### src/rtl/kernel_frame_ctrl.sv
// Frame sequencer for the 3x3 kernel datapath: tracks the video position,
// qualifies window output and commits debounced effect modes at frame start.
module kernel_frame_ctrl #(
    parameter int LINE_WIDTH  = 1920,
    parameter int FRAME_LINES = 1080,
    parameter int CNT_W       = 12,
    parameter int STABLE_CYC  = 16
) (
    input  logic             clk,
    input  logic             n_rst,
    input  logic             i_vid_VDE,
    input  logic             i_vid_VSYNC,
    input  logic [3:0]       sw,
    output logic [3:0]       o_mode,
    output logic             o_win_valid,
    output logic [CNT_W-1:0] o_x,
    output logic [CNT_W-1:0] o_y,
    output logic [1:0]       o_state,
    output logic             o_len_err,
    output logic             o_frame_done
);

    typedef enum logic [1:0] {
        WAIT_FRAME = 2'd0,
        PRIME      = 2'd1,
        RUN        = 2'd2
    } state_t;

    localparam int SC_W = $clog2(STABLE_CYC + 1);

    localparam logic [CNT_W-1:0] LW      = CNT_W'(LINE_WIDTH);
    localparam logic [CNT_W-1:0] LAST_Y  = CNT_W'(FRAME_LINES - 1);
    localparam logic [CNT_W-1:0] PRIME_Y = CNT_W'(1);
    localparam logic [CNT_W-1:0] TWO     = CNT_W'(2);
    localparam logic [CNT_W-1:0] X_MAX   = {CNT_W{1'b1}};
    localparam logic [SC_W-1:0]  SC_MAX  = SC_W'(STABLE_CYC);

    state_t           state_q;
    state_t           state_d;
    logic             done_d;
    logic             vs_d;
    logic             vde_d;
    logic [CNT_W-1:0] x_cnt;
    logic [CNT_W-1:0] y_cnt;
    logic             frame_full;

    logic [3:0]       sw_m;
    logic [3:0]       sw_s;
    logic [3:0]       sw_s_d;
    logic [SC_W-1:0]  stab_cnt;
    logic [3:0]       pending;

    logic vs_rise;
    logic active;
    logic accept;
    logic eol;
    logic last_line;

    assign vs_rise   = i_vid_VSYNC & ~vs_d;
    assign active    = (state_q != WAIT_FRAME);
    assign accept    = active & i_vid_VDE & ~vs_rise;
    assign eol       = active & vde_d & ~i_vid_VDE & ~vs_rise;
    assign last_line = (y_cnt == LAST_Y);
    assign o_state   = state_q;

    // State register.
    always_ff @(posedge clk or negedge n_rst) begin
        if (!n_rst) state_q <= WAIT_FRAME;
        else        state_q <= state_d;
    end

    // Frame phase sequencing; frame start overrides everything.
    always_comb begin
        state_d = state_q;
        done_d  = 1'b0;
        if (vs_rise) begin
            state_d = PRIME;
        end else if (eol) begin
            if (last_line) begin
                state_d = WAIT_FRAME;
                done_d  = 1'b1;
            end else if (state_q == PRIME && y_cnt == PRIME_Y) begin
                state_d = RUN;
            end
        end
    end

    // Edge-detect history for VSYNC and VDE.
    always_ff @(posedge clk or negedge n_rst) begin
        if (!n_rst) begin
            vs_d  <= 1'b0;
            vde_d <= 1'b0;
        end else begin
            vs_d  <= i_vid_VSYNC;
            vde_d <= i_vid_VDE;
        end
    end

    // Pixel/line counters and the reported position of the last sample.
    always_ff @(posedge clk or negedge n_rst) begin
        if (!n_rst) begin
            x_cnt <= '0;
            y_cnt <= '0;
            o_x   <= '0;
            o_y   <= '0;
        end else if (vs_rise) begin
            x_cnt <= '0;
            y_cnt <= '0;
        end else if (eol) begin
            x_cnt <= '0;
            y_cnt <= y_cnt + 1'b1;
        end else if (accept) begin
            o_x   <= x_cnt;
            o_y   <= y_cnt;
            x_cnt <= (x_cnt == X_MAX) ? x_cnt : x_cnt + 1'b1;
        end
    end

    // Window qualifier and frame-done pulse, aligned with the window shift.
    always_ff @(posedge clk or negedge n_rst) begin
        if (!n_rst) begin
            o_win_valid  <= 1'b0;
            o_frame_done <= 1'b0;
        end else begin
            o_win_valid  <= accept && (x_cnt >= TWO) &&
                            (y_cnt >= TWO) && (state_q == RUN);
            o_frame_done <= done_d;
        end
    end

    // Sticky geometry error; a frame start mid-line counts as an error.
    always_ff @(posedge clk or negedge n_rst) begin
        if (!n_rst) begin
            o_len_err  <= 1'b0;
            frame_full <= 1'b0;
        end else if (vs_rise) begin
            o_len_err  <= i_vid_VDE;
            frame_full <= 1'b0;
        end else begin
            if (done_d)
                frame_full <= 1'b1;
            if ((eol && x_cnt != LW) ||
                (!active && i_vid_VDE && frame_full))
                o_len_err <= 1'b1;
        end
    end

    // Switch synchroniser and stability filter feeding the pending mode.
    always_ff @(posedge clk or negedge n_rst) begin
        if (!n_rst) begin
            sw_m     <= '0;
            sw_s     <= '0;
            sw_s_d   <= '0;
            stab_cnt <= '0;
            pending  <= '0;
        end else begin
            sw_m   <= sw;
            sw_s   <= sw_m;
            sw_s_d <= sw_s;
            if (sw_s != sw_s_d)
                stab_cnt <= '0;
            else if (stab_cnt == SC_MAX)
                pending <= sw_s;
            else
                stab_cnt <= stab_cnt + 1'b1;
        end
    end

    // Effect mode changes only at frame start.
    always_ff @(posedge clk or negedge n_rst) begin
        if (!n_rst)       o_mode <= '0;
        else if (vs_rise) o_mode <= pending;
    end

endmodule

### config.mk
export PLATFORM = sky130hd
export DESIGN_NAME = kernel_frame_ctrl
export DESIGN_NICKNAME = d
export VERILOG_FILES = /design/src/rtl/kernel_frame_ctrl.sv
export SDC_FILE = /design/constraint.sdc
export NUM_CORES = 1
export LEC_CHECK = 0
export CORE_ASPECT_RATIO = 1.2
export CORE_MARGIN = 2
export CORE_UTILIZATION = 60
export CTS_CLUSTER_DIAMETER = 80
export CTS_CLUSTER_SIZE = 25
export DETAILED_ROUTE_END_ITERATION = 10
export PLACE_DENSITY_LB_ADDON = 0.2
export RECOVER_POWER = 100
export SLEW_MARGIN = 0
export SYNTH_ARGS = -nofsm -noshare
export SYNTH_HDL_FRONTEND = slang
export SYNTH_SLANG_ARGS = --single-unit
### constraint.sdc
create_clock -name clk -period 3.5 [get_ports clk]
set_clock_uncertainty 0.2 [all_clocks]
set_input_delay 0.525 -clock clk [delete_from_list [all_inputs] [get_ports clk]]
set_output_delay 0.525 -clock clk [all_outputs]
set_load 0.03 [all_outputs]
=== Word-level counts from Yosys, hierarchy flattened ===
Cells that the tools add are included.
W data, S select, Z words.

* Bits in registers: 81
* Latch bits: 0
* Memory bits (writable): 0
* ROM bits: 0
* Input bits: 8
* Output and inout bits: 33
* Word-level logic and storage cells: 81
* Memories: 0

* $add $sub $neg: 3
* Multiply operators: 0
* Div/mod/pow operators: 0
* Order comparisons: 2
* Equal/unequal tests: 10
* Shifts and indexed selects: 0
* Muxes and demuxes: 19
* Bitwise gates (word level): 11
* Reduce and logical (&&, ||, !) cells: 19

{| class="wikitable"
|+ Operators with widths
! operator !! number
|-
| $mux W12 || 6
|-
| $add A12 B1 Y12 const B || 2
|-
| $ge A12 B2 Y1 const B || 2
|-
| $eq A12 B1 Y1 const B || 1
|-
| $eq A12 B11 Y1 const B || 1
|-
| $eq A12 B12 Y1 const B || 1
|-
| $ne A12 B11 Y1 const B || 1
|-
| $mux W5 || 2
|-
| $mux W2 || 4
|-
| $reduce_bool A2 Y1 || 4
|-
| $logic_and A1 B1 Y1 || 7
|-
| $mux W1 || 7
|-
| $and A1 B1 Y1 || 6
|-
| $reduce_and A2 Y1 || 3
|-
| $reduce_bool A3 Y1 || 2
|-
| $add A5 B1 Y5 const B || 1
|-
| $eq A5 B5 Y1 const B || 1
|-
| $not A1 Y1 || 5
|-
| $ne A4 B4 Y1 || 1
|-
| $ne A3 B3 Y1 const B || 1
|-
| $reduce_and A3 Y1 || 1
|-
| $eq A2 B1 Y1 const B || 1
|-
| $eq A2 B2 Y1 const B || 1
|-
| $ne A2 B2 Y1 const B || 1
|-
| 2 further kinds || 2
|}

=== Longest topological paths before layout ===
Gate-level depths: netlist (run 1).

* Depth after elaboration: 8
* Mapped depth: 5
* Depth with buffers taken out: 5

=== Worst setup path after synthesis (run 1) ===
Ideal clock, no wire load.

* Kind: reg2reg
* Start point: register state_q[1], in the netlist o_state[1]
* End point: register x_cnt[9]
* Arrival: 1.915 ns
* Slack: 1.306 ns
* Stages on the path, launching flop included: 5
* Buffers on the path: 0
* Path through: dfrtp_1 o21ai_2 or4_4 or4_1 a21oi_1

* Word-level cells in the longest chain between the ends: 6
* Elaborated cells on any way between the ends: 11
* Classes of those cells: eq/ne (1); mux (2); bitwise (5); reduce/logical (3)

{| class="wikitable"
|+ RTL lines
! element !! line !! text
|-
| from (decl) || 38 || <nowiki>state_t state_q;</nowiki>
|-
| from (signal assigned) || 69 || <nowiki>else state_q <= state_d;</nowiki>
|-
| $reduce_bool A2 Y1 * || 60 || <nowiki>assign active = (state_q != WAIT_FRAME);</nowiki>
|-
| $and A1 B1 Y1 (3 in series) || 62 || <nowiki>assign eol = active & vde_d & ~i_vid_VDE & ~vs_rise;</nowiki>
|-
| $ne A3 B3 Y1 (no source line) (tied with other cells) || - ||
|-
| $reduce_and A2 Y1 (no source line) or $mux W12 (tied branches) || - ||
|-
| to (signal assigned) || 115 || <nowiki>x_cnt <= (x_cnt == X_MAX) ? x_cnt : x_cnt + 1'b1;</nowiki>
|-
| to (decl) || 43 || <nowiki>logic [CNT_W-1:0] x_cnt;</nowiki>
|}

Every way passes the cells marked *; elsewhere a longest branch is shown, timed or not.
A chain may end at the register's enable or synchronous reset.

=== Final worst setup path (run 1) ===
* Start point: input port i_vid_VDE
* End point: register o_y[1]

* Word-level cells in the longest chain between the ends: 5
* Elaborated cells on any way between the ends: 7
* Classes of those cells: bitwise (6); reduce/logical (1)

{| class="wikitable"
|+ RTL lines
! element !! line !! text
|-
| from (decl) || 11 || <nowiki>input logic i_vid_VDE,</nowiki>
|-
| $not A1 Y1 || 62 ||
|-
| $and A1 B1 Y1 (2 in series) || 62 ||
|-
| $not A1 Y1 (no source line) || - ||
|-
| $reduce_and A3 Y1 (no source line) * || - ||
|-
| to (signal assigned) || 114 || <nowiki>o_y <= y_cnt;</nowiki>
|-
| to (decl) || 17 || <nowiki>output logic [CNT_W-1:0] o_y,</nowiki>
|}

Marked as above.

==> metrics.md, run 1 <==
| Metric | Value |
|---|---|
| Ports | `41` |
| Setup crit start kind | `primary input` |
| Reg clk slew, reported paths | `0.08 ns` |
| Crit. End Element | `flop` |
| Initial antenna violation count | `0` |
| Hold Startpoint | `sw_m[1]` |
| Setup Fix Bufs, Post-CTS | `0` |
| Largest net degree at the start of global routing | `82` |
| Hold Path Cell Cnt | `0` |
| Via density | `5.65` |
| Layout cell share with drive strength beyond 1 | `0.135` |
| Input/output buffers | `40` |
| Most common cell after layout, fill and taps aside | `dfrtp_1` |
| Die ar. | `0.00650 mm2` |
| Area share of the largest cell type after synthesis | `0.576` |
| Hold Crit Endpoint | `sw_s[1]` |
| Crit Path Max Fanout | `14` |
| Status | `finished, violations left` |
| Clock Latency Late Sink | `0.36 ns` |
| # rows | `30` |
| Top Family by Delay on Critical Path | `buffers and inverters` |
| Leakage | `1.98 nW` |
| Core ar. | `0.00567 mm2` |
| Req. time, crit path | `3.54 ns` |
| Htree depth | `3` |
| Top_reg_cell synth | `dfrtp_1` |
| Hold Violations, Final | `0` |
| CTS tree | `done` |
| Synth Warn # | `0` |
| Max Root-Sink Buffers | `2` |
| Total gr overflow | `0` |
| TritonCTS Buffers | `9` |
| Number of flops mapped to enable cells by yosys | `0` |
| Hold Crit Class | `reg -> reg` |
| Wire per inst | `15.8 um` |
| Setup TNS | `0 ns` |
| P&R area growth vs syn | `19.3%` |
| Critical Path AT | `2.92 ns` |
| Cells along the critical path | `dlygate4sd3_1 > o21ai_2 > nor2_1 > clkbuf_2 > mux2_2` |
| Die Span X | `73.9 um` |
| Count of final setup violators | `0` |
| Syn_nets | `322` |
| Detailed Route WL | `6860 um` |
| Peak VDD IR | `0.338 mV` |
| Global Route Usage Sum | `0.238` |
| R2R setup slack | `0.72 ns` |
| WP buf/inv | `2` |
| Routed Antenna Nets | `0` |
| Crit path time final | `2.88 ns` |
| Failing checks | `max-capacitance violations, max-slew violations` |
| Worst r2r src | `x_cnt[1]` |
| Asr flop ratio synth | `1.00` |
| Max cap viols | `1` |
| DP Wirelength | `4610 um` |
| Clock sinks | `81` |
| Final critical-path share of the clock period | `0.823` |
| Leading post-synthesis cells by cell area | `dfrtp_1, mux2_2, xnor2_1` |
| Clock Tree Root | `clkbuf_8` |
| Critical setup path kind | `in -> reg` |
| Post-CTS sizing | `0` |
| First-pass GRT wire length | `11700 um` |
| Vias post-DR | `2459` |
| Initial Util | `0.621` |
| Cell count after placement | `420` |
| Most frequent cells in the layout | `dfrtp_1, dlygate4sd3_1, mux2_2` |
| Relative slew margins | `-0.304` |
| Drt first-iter violations | `193` |
| Worst-margin pin slew | `1.96 ns` |
| Critical R2R Capture | `x_cnt[3]` |
| DRC Markers | `0` |
| Post-synthesis cell area | `0.00352 mm2` |
| #FFs+latches synth | `81` |
| Mean Syn Cell Area | `11.5 um2` |
| RePlAce Congestion | `0.874` |
| Fin nets | `367` |
| TritonRoute pass-1 iters | `4` |
| R2R depth | `5` |
| P per Cell Area | `539 mW/mm2` |
| Number of global-route vias before repair | `2509` |
| RSZ-0062 raised after global routing | `false` |
| CTS Hold Bufs | `0` |
| Yosys cell types | `38` |
| Slowest stage cell, crit path | `nor2_1` |
| Largest area contributor in the netlist | `dfrtp_1` |
| Slew Viols, Final | `82` |
| WP depth | `5` |
| Sequential area share after synthesis | `0.576` |
| Synthesized instance count | `306` |
| Post-Layout Cell Count | `435` |
| Fmax | `0.347 GHz` |
| Ant diodes | `0` |
| Die height | `87.9 um` |
| Slowest stage delay, CP | `0.72 ns` |
[worst max-delay path by stage]
stage / startpoint / to / slack [ns]
6_report: i_vid_VDE / o_y[1] / 0.62
5_1_grt: i_vid_VDE / o_y[0] / 0.45
4_1_cts: i_vid_VDE / o_state[0] / 1.03
3_5_place_dp: i_vid_VDE / o_state[0] / 0.64
3_3_place_gp: i_vid_VDE / o_state[0] / 0.75
2_1_floorplan: o_state[1] / x_cnt[9] / 1.31
[logic make-up (layout without fill, tap and decap cells)]
kind of cell / Yosys count / count (layout) / synth area share
flip-flops: 81 / 81 / 0.576
AND/OR/NAND/NOR: 117 / 117 / 0.173
AO/OA/AOI/OAI: 31 / 31 / 0.0569
multiplexers: 32 / 32 / 0.101
adder cells (fa/ha/maj): 8 / 8 / 0.0285
XOR/XNOR: 17 / 17 / 0.0423
buffers and inverters: 20 / 69 / 0.0220
[per-layer routing]
metal	global-route usage	wire, um	vias up
li1	-	-	1169
met1	0.299	2850	1204
met2	0.392	3580	68
met3	0.0414	227	18
met4	0.126	200	0
met5	0	0	-
[sequential cells by signal, indices dropped and copies added, names as in the netlist, 2 cells and up]
name / flops
pending: 4
o_x: 12
sw_m: 4
x_cnt: 12
o_mode: 4
o_y: 12
sw_s: 4
y_cnt: 12
sw_s_d: 4
o_state: 2
stab_cnt: 5
[worst reg2reg max path: stages (launching register included)]
cell     delay [ns]
dfrtp_1        0.48
ha_1           0.32
nand3_1        0.19
o41ai_1        1.11
o21ai_0        0.23
a21oi_1        0.18
[synth_stat cells (all sizes together) (2+ instances only)]
cell and count:
a21oi 12, and3 3, and4 3, buf 2, clkbuf 7, dfrtp 81
ha 8, inv 11, mux2 28, mux2i 4, nand2 27, nand2b 5
nand3 15, nand4 8, nor2 23, nor2b 2, nor3 8, nor4 8
o21ai 8, o31ai 4, or3 5, or4 6, xnor2 12, xor2 5
[where the power goes]
part / leakage (nW) / total, W / internal, W / switching, W
Combinational: 0.789 / 0.000421 / 0.000166 / 0.000255
Clock: 0.110 / 0.000746 / 0.000420 / 0.000326
Sequential: 1.08 / 0.00109 / 0.00100 / 0.0000892
Total: 1.98 / 0.00226 / 0.00159 / 0.000671
[metrics by stage]
stage               utilization  cell area [um2]  hold slack (ns)  worst slack [ns]  total power [W]
floorplan                     -             3520           0.0294              1.31          0.00137
global placement          0.707             4010            0.132             0.748          0.00154
detailed placement        0.707             4010            0.135             0.641          0.00156
CTS                       0.745             4220            0.152              1.03          0.00230
global route              0.741             4200            0.159             0.449          0.00236
finish                    0.741             4200            0.150             0.621          0.00226
[layout make-up]
cell class              count  area, um2
inverters                  11       41.3
clock buffers              11        141
well taps                  80        100
clock inverters             4       77.6
fillers                   397       1470
repair buffers             43        408
multi-input cells         205       1400
flip-flops and latches     81       2030
No activity file was read; power rests on OpenSTA's default activity.
==> run 2, diff against run 1 <==
--- a/config.mk
+++ b/config.mk
@@ -7,7 +7,7 @@
 export LEC_CHECK = 0
 export CORE_ASPECT_RATIO = 1.2
 export CORE_MARGIN = 2
-export CORE_UTILIZATION = 60
+export CORE_UTILIZATION = 55
 export CTS_CLUSTER_DIAMETER = 80
 export CTS_CLUSTER_SIZE = 25
 export DETAILED_ROUTE_END_ITERATION = 10
==> constraint.sdc (replaced) <==
create_clock -name clk -period 2.9 [get_ports clk]
set_clock_uncertainty 0.2 [all_clocks]
set_input_delay 0.435 -clock clk [delete_from_list [all_inputs] [get_ports clk]]
set_output_delay 0.435 -clock clk [all_outputs]
set_load 0.03 [all_outputs]
==> run 2 against run 1 <==
Net effect:
- critical endpoint is now x_cnt[9]
- global-route usage decreased by 2.0 points
- highest routed layer unchanged
- largest cell class unchanged
- die area increased by 8.6%
- the flow still finishes with violations (max-capacitance violations, max-slew violations)
- first-iteration DRC count increased by 21%
- worst setup slack got worse by 0.23 ns
==> metrics.md, run 2 (synthesis results as in run 1) <==
| Metric | Value |
|---|---|
| Setup Fix Bufs, Post-CTS | `0` |
| Worst-margin pin slew | `1.89 ns` |
| Clock Tree Root | `clkbuf_8` |
| Wire per inst | `15.6 um` |
| RePlAce Congestion | `0.856` |
| Most common cell after layout, fill and taps aside | `dfrtp_1` |
| Largest net degree at the start of global routing | `82` |
| Hold Crit Class | `reg -> reg` |
| Peak VDD IR | `0.393 mV` |
| Die ar. | `0.00706 mm2` |
| Detailed Route WL | `6890 um` |
| Critical Path AT | `2.59 ns` |
| Crit. End Element | `flop` |
| Most frequent cells in the layout | `dfrtp_1, dlygate4sd3_1, mux2_2` |
| TritonRoute pass-1 iters | `5` |
| Ant diodes | `0` |
| DP Wirelength | `4830 um` |
| Net Sw Power | `0.000827 W` |
| Cell count after placement | `426` |
| Input/output buffers | `40` |
| TritonCTS Buffers | `9` |
| CTS tree | `done` |
| R2R depth | `4` |
| Clock Latency Late Sink | `0.36 ns` |
| Slowest stage delay, CP | `0.65 ns` |
| Post-CTS sizing | `0` |
| # rows | `31` |
| Max Root-Sink Buffers | `2` |
| Slowest stage cell, crit path | `or4_1` |
| Via density | `5.68` |
| Failing checks | `max-capacitance violations, max-slew violations` |
| Die height | `91.6 um` |
| Crit path time final | `2.51 ns` |
| Global Route Usage Sum | `0.218` |
| Req. time, crit path | `2.99 ns` |
| Post-Layout Cell Count | `442` |
| Fmax | `0.399 GHz` |
| Core ar. | `0.00613 mm2` |
| Htree depth | `3` |
| Relative slew margins | `-0.261` |
| Cell repeated most along the worst path | `or4_1` |
| Clock Power Share | `0.313` |
| Routed Antenna Nets | `0` |
| Hold Violations, Final | `0` |
| Final critical-path share of the clock period | `0.864` |
| Clock sinks | `81` |
| P&R area growth vs syn | `19.6%` |
| DP Area | `0.00404 mm2` |
| DRC Markers | `0` |
| Finished Cell Area | `0.00421 mm2` |
| CTS Hold Bufs | `0` |
| Reg clk slew, reported paths | `0.08 ns` |
| Total gr overflow | `0` |
| P per Cell Area | `634 mW/mm2` |
| Internal | `0.00184 W` |
| Count of final setup violators | `0` |
| Leakage | `1.98 nW` |
| Net Sw Frac | `0.310` |
| Comb pwr share | `0.194` |
| Slew Viols, Final | `82` |
| Max cap viols | `1` |
| Hold Path Cell Cnt | `0` |
| Drt first-iter violations | `234` |
| Cells along the critical path | `dlygate4sd3_1 > o21ai_1 > or4_1 > or4_1 > a21oi_1` |
| Status | `finished, violations left` |
| Place WS | `0.217 ns` |
| Layout cell share with drive strength beyond 1 | `0.142` |
| Die Span X | `77.0 um` |
| First-pass GRT wire length | `12200 um` |
| Critical setup path kind | `in -> reg` |
| Setup crit start kind | `primary input` |
| Flop pwr share | `0.494` |
| Fin nets | `371` |
| Vias post-DR | `2511` |
| PnR worst setup slack | `0.394 ns` |
| Setup TNS | `0 ns` |
| Number of global-route vias before repair | `2550` |
| Initial antenna violation count | `0` |
| Crit Path Max Fanout | `6` |
| Final core utilization | `0.687` |
| Ports | `41` |
| Initial Util | `0.574` |
| RSZ-0062 raised after global routing | `false` |
==> run 2: critical path, delay by kind of cell <==
family                 cells  cell delay, ns
AO/OA/AOI/OAI              2            0.36
buffers and inverters      1            0.64
AND/OR/NAND/NOR            2            1.15
==> run 2: worst paths after layout <==
| check | from | end | slack (ns) |
|---|---|---|---|
| max in group asynchronous | n_rst | o_win_valid | 0.98 |
| worst max register to register | o_state[1] | x_cnt[9] | 0.59 |
| worst max-delay path | i_vid_VDE | x_cnt[9] | 0.39 |
| worst min-delay path | sw_m[3] | sw_s[3] | 0.15 |
| worst min register to register | sw_m[3] | sw_s[3] | 0.15 |
| min in group asynchronous | n_rst | y_cnt[10] | 0.39 |
==> run 2: layer usage <==
layer  global-route usage  wire (um)  vias up
li1                     -          -     1181
met1                0.284       2990     1235
met2                0.358       3450       80
met3               0.0522        323       15
met4               0.0833        131        0
met5                    0          0        -
==> run 2: final cells by class <==
| type | count | area, um2 |
|---|---|---|
| Inverter | 11 | 41.3 |
| Fill cell | 503 | 1920 |
| Multi-Input combinational cell | 205 | 1410 |
| Tap cell | 82 | 103 |
| Clock buffer | 10 | 138 |
| Timing Repair Buffer | 47 | 427 |
| Sequential cell | 81 | 2030 |
| Clock inverter | 6 | 67.6 |
==> run 2: power groups by stage <==
stage                     registers, W  logic, W  clock network [W]
after floorplan                0.00141  0.000251                  0
after global placement         0.00134  0.000525                  0
after detailed placement       0.00134  0.000548                  0
after CTS                      0.00132  0.000551           0.000847
after global routing           0.00134  0.000566           0.000900
final                          0.00132  0.000516           0.000834
==> run 2: per-stage QoR <==
stage	power, W	hold slack [ns]
after global placement	0.00186	0.132
after CTS	0.00272	0.0699
after detailed placement	0.00189	0.136
final	0.00267	0.152
after floorplan	0.00166	-0.0606
after global routing	0.00280	0.166
==> run 3, diff against run 2 <==
--- a/config.mk
+++ b/config.mk
@@ -11,7 +11,7 @@
 export CTS_CLUSTER_DIAMETER = 80
 export CTS_CLUSTER_SIZE = 25
 export DETAILED_ROUTE_END_ITERATION = 10
-export PLACE_DENSITY_LB_ADDON = 0.2
+export PLACE_DENSITY = 0.84
 export RECOVER_POWER = 100
 export SLEW_MARGIN = 0
 export SYNTH_ARGS = -nofsm -noshare
==> run 3 against run 2 <==
Net effect:
- the run still ends with max-capacitance violations, max-slew violations left
- critical path depth unchanged
- clock-buffer cell count rose by 1
- core utilization decreased by 0.24 points
- clock power shrank 5.3%
- worst hold slack about the same
- power decreased by 2.0%
- die area did not move
- largest cell class unchanged
==> metrics.md, run 3 (synthesis results as in run 1) <==
| Metric | Value |
|---|---|
| Status | `finished, violations left` |
| Failing checks | `max-capacitance violations, max-slew violations` |
| Leakage | `1.98 nW` |
| Setup crit start kind | `primary input` |
| Initial Util | `0.574` |
| Global Route Usage Sum | `0.209` |
| DP Wirelength | `4560 um` |
| Largest net degree at the start of global routing | `82` |
| Wire per inst | `15.0 um` |
| Max Root-Sink Buffers | `2` |
| CTS Hold Bufs | `0` |
| Die Span X | `77.0 um` |
| Fin nets | `370` |
| Post-CTS sizing | `0` |
| Critical setup path kind | `in -> reg` |
| Number of global-route vias before repair | `2527` |
| Layout cell share with drive strength beyond 1 | `0.139` |
| Beginning of the critical path | `i_vid_VDE` |
| Die height | `91.6 um` |
| Crit path time final | `2.43 ns` |
| Worst r2r src | `o_state[1]` |
| TritonRoute pass-1 iters | `4` |
| RePlAce Congestion | `0.874` |
| Most frequent cells in the layout | `dfrtp_1, dlygate4sd3_1, mux2_2` |
| Slew Viols, Final | `82` |
| Relative slew margins | `-0.278` |
| Critical Path AT | `2.51 ns` |
| Reg clk slew, reported paths | `0.08 ns` |
| P per Cell Area | `623 mW/mm2` |
| Hold Crit Class | `reg -> reg` |
| Drt first-iter violations | `143` |
| Post-Layout Cell Count | `441` |
| DRC Markers | `0` |
| P&R area growth vs syn | `19.2%` |
| TritonCTS Buffers | `9` |
| Hold Violations, Final | `0` |
| Ports | `41` |
| Setup TNS | `0 ns` |
| Final critical-path share of the clock period | `0.839` |
| # rows | `31` |
| Vias post-DR | `2477` |
| PnR worst setup slack | `0.466 ns` |
| Htree depth | `3` |
| Crit Path Max Fanout | `6` |
| Clock sinks | `81` |
| Hold Startpoint | `sw_m[2]` |
| Detailed Route WL | `6600 um` |
| Fmax | `0.411 GHz` |
| Most common cell after layout, fill and taps aside | `dfrtp_1` |
| Max cap viols | `1` |
| Setup Fix Bufs, Post-CTS | `0` |
| Hold slack | `0.151 ns` |
| Via density | `5.62` |
| First-pass GRT wire length | `11600 um` |
| Clock Latency Late Sink | `0.35 ns` |
| Routed Antenna Nets | `0` |
| Crit. End Element | `flop` |
| Input/output buffers | `40` |
| Cell count after placement | `425` |
| Peak VDD IR | `0.375 mV` |
| RSZ-0062 raised after global routing | `false` |
| Clock Tree Root | `clkbuf_8` |
| Total gr overflow | `0` |
| Count of final setup violators | `0` |
| Core ar. | `0.00613 mm2` |
| Worst-margin pin slew | `1.92 ns` |
| Place WS | `0.204 ns` |
| Initial antenna violation count | `0` |
| Ant diodes | `0` |
| Req. time, crit path | `2.98 ns` |
| Die ar. | `0.00706 mm2` |
| CTS tree | `done` |
==> run 3: cell count changes in the layout (fill, tap and decap cells not counted), sizes merged <==
cell,before,now
buf,1,2
clkbuf,17,16
clkinvlp,2,1
==> run 3: power breakdown <==
part	switching, W	internal, W
clock network	0.000393	0.000397
registers	0.000103	0.00121
logic	0.000302	0.000205
total	0.000798	0.00181
==> run 3: final cells by class <==
class / count / area [um2]
clock buffer: 11 / 131
timing repair buffer: 46 / 425
fill: 495 / 1930
tap: 82 / 103
clock inverter: 5 / 56.3
inverter: 11 / 41.3
multi-input combinational: 205 / 1410
sequential: 81 / 2030
==> run 3: final timing paths <==
kind	to	slack (ns)	cells after the start
hold / removal	sw_s[2]	0.15	0
min in group asynchronous	stab_cnt[2]	0.42	1
setup reg to reg	x_cnt[9]	0.67	4
max in group asynchronous	o_win_valid	0.96	1
setup / recovery	x_cnt[9]	0.47	5
hold reg to reg	sw_s[2]	0.15	0
==> run 3: metal layers <==
metal / wire [um] / vias up / track usage
li1: - / 1181 / -
met1: 2910 / 1235 / 0.272
met2: 3320 / 50 / 0.330
met3: 249 / 11 / 0.0531
met4: 119 / 0 / 0.0952
met5: 0 / - / 0
==> run 3: worst max-delay path, stage by stage <==
cell and delay [ns]:
dlygate4sd3_1 0.65, o21ai_2 0.14, or4_1 0.62, or4_1 0.51, a21oi_1 0.15
==> run 3: through the flow <==
stage / utilization / cell area, um2 / power (W)
after detailed placement: 0.658 / 4030 / 0.00188
after CTS: 0.688 / 4220 / 0.00266
after global routing: 0.684 / 4190 / 0.00275
after floorplan: - / 3520 / 0.00166
final: 0.684 / 4190 / 0.00261
after global placement: 0.658 / 4030 / 0.00186
